===== config.mk =====
export PLATFORM = sky130hd
export DESIGN_NAME = config_chain_loader
export DESIGN_NICKNAME = d
export VERILOG_FILES = /design/src/rtl/config_chain_loader.sv
export SDC_FILE = /design/constraint.sdc
export NUM_CORES = 1
export LEC_CHECK = 0
export ABC_AREA = 0
export CORE_UTILIZATION = 58
export CTS_BUF_LIST = sky130_fd_sc_hd__clkbuf_4 sky130_fd_sc_hd__clkbuf_8
export CTS_CLUSTER_DIAMETER = 40
export DETAILED_ROUTE_END_ITERATION = 12
export PLACE_DENSITY = 0.95
export SETUP_SLACK_MARGIN = 0.4
export SLEW_MARGIN = 25
export SYNTH_ARGS = -nofsm -noshare
export SYNTH_HDL_FRONTEND = slang
export SYNTH_SLANG_ARGS = --single-unit

===== constraint.sdc =====
create_clock -name Config_Clock -period 3.6 [get_ports Config_Clock]
set_input_delay 0.36 -clock Config_Clock [delete_from_list [all_inputs] [get_ports Config_Clock]]
set_output_delay 0.36 -clock Config_Clock [all_outputs]
set_load 0.05 [all_outputs]

===== src/rtl/config_chain_loader.sv =====
// config_chain_loader: serialises config words LSB-first into the CGRA shift chain; define CONFIG_LOADER_PARITY_EN to add a parity output
module config_chain_loader #(
  parameter int WORD_W    = 32,
  parameter int CHAIN_LEN = 1024,
  parameter int CNT_W     = 16
) (
  input  logic              Config_Clock,
  input  logic              Config_Reset,
  input  logic              start,
  input  logic [WORD_W-1:0] word_data,
  input  logic              word_valid,
  output logic              word_ready,
  output logic              Chain_Data,
  output logic              Chain_Enable,
  output logic              busy,
  output logic              done,
  output logic [CNT_W-1:0]  bit_count
`ifdef CONFIG_LOADER_PARITY_EN
  ,
  output logic              parity
`endif
);
  localparam int NB_W = $clog2(WORD_W + 1);
  localparam logic [1:0] IDLE  = 2'd0;
  localparam logic [1:0] FETCH = 2'd1;
  localparam logic [1:0] SHIFT = 2'd2;
  localparam logic [1:0] DONE  = 2'd3;
  logic [1:0]        state;
  logic [WORD_W-1:0] shreg;
  logic [NB_W-1:0]   nbits;
  logic [CNT_W-1:0]  rem;
  logic [NB_W-1:0]   nbits_load;
  logic              last_bit;
  // Bits still owed to the chain bound the final (possibly partial) word.
  always_comb begin
    rem        = CNT_W'(CHAIN_LEN) - bit_count;
    nbits_load = (rem < CNT_W'(WORD_W)) ? NB_W'(rem) : NB_W'(WORD_W);
    last_bit   = bit_count == CNT_W'(CHAIN_LEN - 1);
  end
  assign word_ready   = state == FETCH;
  assign Chain_Enable = state == SHIFT;
  assign Chain_Data   = Chain_Enable & shreg[0];
  assign busy         = (state == FETCH) || (state == SHIFT);
  assign done         = state == DONE;
  // Load sequencer: fetch a word, shift its bits out, stop after CHAIN_LEN bits.
  always_ff @(posedge Config_Clock) begin
    if (Config_Reset) begin
      state     <= IDLE;
      shreg     <= '0;
      nbits     <= '0;
      bit_count <= '0;
    end else begin
      case (state)
        IDLE: if (start) begin
          state     <= FETCH;
          bit_count <= '0;
        end
        FETCH: if (word_valid) begin
          shreg <= word_data;
          nbits <= nbits_load;
          state <= SHIFT;
        end
        SHIFT: begin
          shreg     <= shreg >> 1;
          bit_count <= bit_count + CNT_W'(1);
          nbits     <= nbits - NB_W'(1);
          state     <= last_bit ? DONE : (nbits == NB_W'(1)) ? FETCH : SHIFT;
        end
        default: state <= IDLE;
      endcase
    end
  end
`ifdef CONFIG_LOADER_PARITY_EN
  // Running XOR of every bit driven into the chain during the current load.
  always_ff @(posedge Config_Clock) begin
    if (Config_Reset || (state == IDLE && start)) parity <= 1'b0;
    else if (state == SHIFT) parity <= parity ^ shreg[0];
  end
`endif
endmodule


==> flow_metrics.py <==
metrics = {
    "detailed_routing": {
        "drt_iter0_drc": 164,
        "avgRoutedWirePerCell_microns": 14.7,
        "via_count": 2756,
        "firstDrtPassIters": 4,
        "ant_nets": 0,
        "route.detailed.drc": 0,
        "wl_mm": 6.85,
        "viasPerCell": 5.91,
    },
    "clocking": {
        "cts_made_buffers": 5,
        "path_clk_slew_ns": 0.10,
        "cts.sinks": 56,
        "post_cts_resized": 0,
        "clk-insertion-delay-late_ns": 0.33,
        "htree_levels": 2,
        "cts_setup_buffers": 0,
        "cts_tree": "built",
        "holdBufCountCts": 0,
        "clk_path_buf_depth": 2,
        "cts-root-buf": "clkbuf_8",
    },
    "final_layout": {
        "finalNetCount": 439,
        "drive_gt1_share_pct": 6.82,
        "antenna_cells": 0,
        "area_delta_synth_final_pct": 20.8,
    },
    "worst_hold_path": {
        "min_from": "shreg[31]$_SDFFE_PP0P_",
        "min_to": "shreg[31]$_SDFFE_PP0P_",
        "hold_depth": 2,
        "hold_path.class": "flip-flop to flip-flop",
    },
    "run": {
        "max_cap_viol_count": 0,
    },
    "placed_design": {
        "place_congestion": 0.893,
        "portBuffers": 56,
        "dp_hpwl_mm": 4.80,
    },
    "logic_synthesis": {
        "yosysSeqAreaShare_pct": 36.2,
        "synth_area_leaders": "dfxtp_1 (36%), mux2i_1 (11%), a211oi_1 (7.8%), nor2_1 (6.8%), ha_1 (3.2%)",
        "synth_cell_types": 54,
        "yosys.area.top_type": "dfxtp_1",
        "ys_seq_elements": 56,
        "synthArstFlopShare_pct": 0,
        "synth-edff-count": 0,
        "synthCells": 356,
        "ys.flop_type": "dfxtp_1",
        "yosys.area.top_type_share_pct": 36.2,
        "avgSynthCellArea_sq_um": 8.70,
        "synth_area_sq_um": 3100,
        "yosysWarningCount": 0,
        "syn-num-nets": 400,
    },
    "power": {
        "internal-power_mw": 1.16,
        "p_leak_nw": 1.25,
        "p_comb_share_pct": 36.8,
        "powerDensity_nw_per_um2": 497,
        "seqPwrFrac_pct": 44.0,
        "p_total_mw": 1.86,
        "p_clk_share_pct": 19.2,
        "power_switching_uw": 693,
        "swShare_pct": 37.3,
        "peakVddDrop_v": 0.000308,
    },
    "timing": {
        "worstMarginPinSlew_ns": 0.863,
        "fin_skew_ns": 0.0155,
        "final_max_slew_viol_count": 0,
        "slew_headroom_pct": 42.5,
        "finalSetupViolCount": 0,
        "finalCritPeriodShare_pct": 78.5,
        "hold-worst-slack_ns": 0.470,
        "finalHoldViolations": 0,
        "rsz0062_at_grt": "false",
        "fin_setup_tns_ns": 0,
        "min_period_ns": 2.83,
        "fmax_mhz": 354,
    },
    "worst_setup_path": {
        "critical_path.startpoint_type": "flip-flop",
        "cp.arrival_ns": 2.47,
        "reg2reg_to": "nbits[5]$_SDFFE_PP0P_",
        "end_kind": "output pin",
        "r2r_slack_ns": 1.01,
        "cp_max_fo": 20,
        "rr_worst_depth": 7,
        "cp.required_ns": 3.24,
        "crit-reg2reg-launch": "bit_count[0]$_SDFFE_PP0P_",
        "crit_type": "flip-flop to output pin",
    },
    "global_routing": {
        "grt_pass1_wl_mm": 11.3,
        "grt_pass1_vias": 2531,
        "grt_max_degree": 52,
        "overflow": 0,
        "grtUsageMet2_pct": 44.2,
        "top_usage_layer": "met2",
        "grt_usage_pct": 26.1,
        "globalRouteMet1Util_pct": 32.5,
        "use_met3_pct": 4.69,
        "antenna_found_initial": 0,
    },
    "floorplan": {
        "num_io_pins": 57,
        "rows": 26,
        "die_w_microns": 75.1,
        "die_y_microns": 75.1,
        "start_util_pct": 60.6,
        "core-area_sq_um": 5110,
        "dieArea_sq_um": 5630,
    },
    "run_status": {
        "status": "complete, no violations",
    },
}
## worst max-delay path by stage
stage                                  endpoint  cells past startpoint  slack [ns]                      start
final                                Chain_Data                      5        0.77      state[0]$_SDFFE_PP0P_
after detailed placement  nbits[4]$_SDFFE_PP0P_                      7        1.14  bit_count[0]$_SDFFE_PP0P_
after global routing                 Chain_Data                      5        0.70      state[0]$_SDFFE_PP0P_
after global placement               Chain_Data                      5        1.21      state[0]$_SDFFE_PP0P_
after CTS                            Chain_Data                      5        0.78      state[0]$_SDFFE_PP0P_
after floorplan           nbits[5]$_SDFFE_PP0P_                      7        1.15  bit_count[0]$_SDFFE_PP0P_
## power groups by stage
stage	registers (mW)	clock network, mW	logic [mW]
5_1_grt	0.829	0.392	0.754
3_5_place_dp	0.827	0	0.677
6_report	0.817	0.357	0.684
3_3_place_gp	0.820	0	0.647
2_1_floorplan	0.810	0	0.530
4_1_cts	0.815	0.361	0.683
## cells in the mapped netlist (all sizes together), types with 2 or more instances
library cell  instances
mux2                  2
and3                  4
dfxtp                56
o21bai                2
nor3b                 2
or4                   3
a21o                  3
buf                  12
a21oi                 9
or3                   3
nand2                15
nor2                 56
a31o                  2
o21ai                 5
o311ai                2
nor4                  7
inv                  12
nor3                  9
xnor2                10
and2                  4
a22oi                 3
xor2                  8
nor2b                 2
nand4                 6
nand2b                2
ha                    8
mux2i                33
o2111ai               2
nand3                 9
a211oi               32
clkbuf               16
o21a                  2
## critical path, cell delays in order (launching register included)
cell             delay [ns]
dfxtp_1                0.37
inv_1                  0.11
ha_2                   0.32
buf_4                  0.34
and2_1                 0.18
clkdlybuf4s50_1        0.81
## per-stage QoR
stage                     area, sq um  worst slack, ns  util [%]  std cells
after global routing             3740            0.702      73.2        466
after global placement           3650             1.21      71.5        458
after floorplan                  3100             1.15         -        356
final                            3740            0.773      73.2        466
after detailed placement         3650             1.14      71.5        458
after CTS                        3740            0.783      73.2        466
## metal layers
layer | share of wire (%) | vias up
met5 | 0 | -
met4 | 2.1 | 0
met3 | 4.3 | 18
met2 | 48 | 91
met1 | 45 | 1283
li1 | - | 1364
## cell usage in the layout, fill, tap and decap left out, types with 4 or more instances in the layout
master,n
xnor2_1,10
a21oi_1,9
nor3_1,9
a211oi_1,32
nand4_1,6
and2_1,4
nand2_1,15
mux2i_1,33
o21ai_0,5
clkbuf_8,5
clkdlybuf4s50_1,56
nor4_1,7
xor2_1,8
ha_1,7
buf_4,4
nor2_1,56
dfxtp_1,56
nand3_1,8
inv_1,12
## flip-flops by register name, summed over array words and instances, names as in the netlist
signal	cells
nbits	6
bit_count	16
shreg	32
state	2
## cells by family (layout without fill, tap and decap cells)
group / count (synthesis) / after routing / share of synthesized area (%)
DFF: 56 / 56 / 36.2
and+or+nand+nor: 124 / 124 / 19.4
adders and majority gates: 8 / 8 / 3.23
xor gates and xnor gates: 18 / 18 / 5.09
buffers and inverters: 40 / 80 / 5.54
AOI/OAI and AO/OA: 75 / 75 / 19.2
muxes: 35 / 35 / 11.4
## cell type report
| cell class | instances | area (sq um) |
|---|---|---|
| timing repair buffer | 60 | 591 |
| inverter | 12 | 45.0 |
| clock inverter | 3 | 21.3 |
| fill | 382 | 1370 |
| clock buffer | 5 | 68.8 |
| multi-input combinational | 260 | 1810 |
| sequential | 56 | 1120 |
| tap | 70 | 87.6 |
No activity file was read; power rests on OpenSTA's default activity.
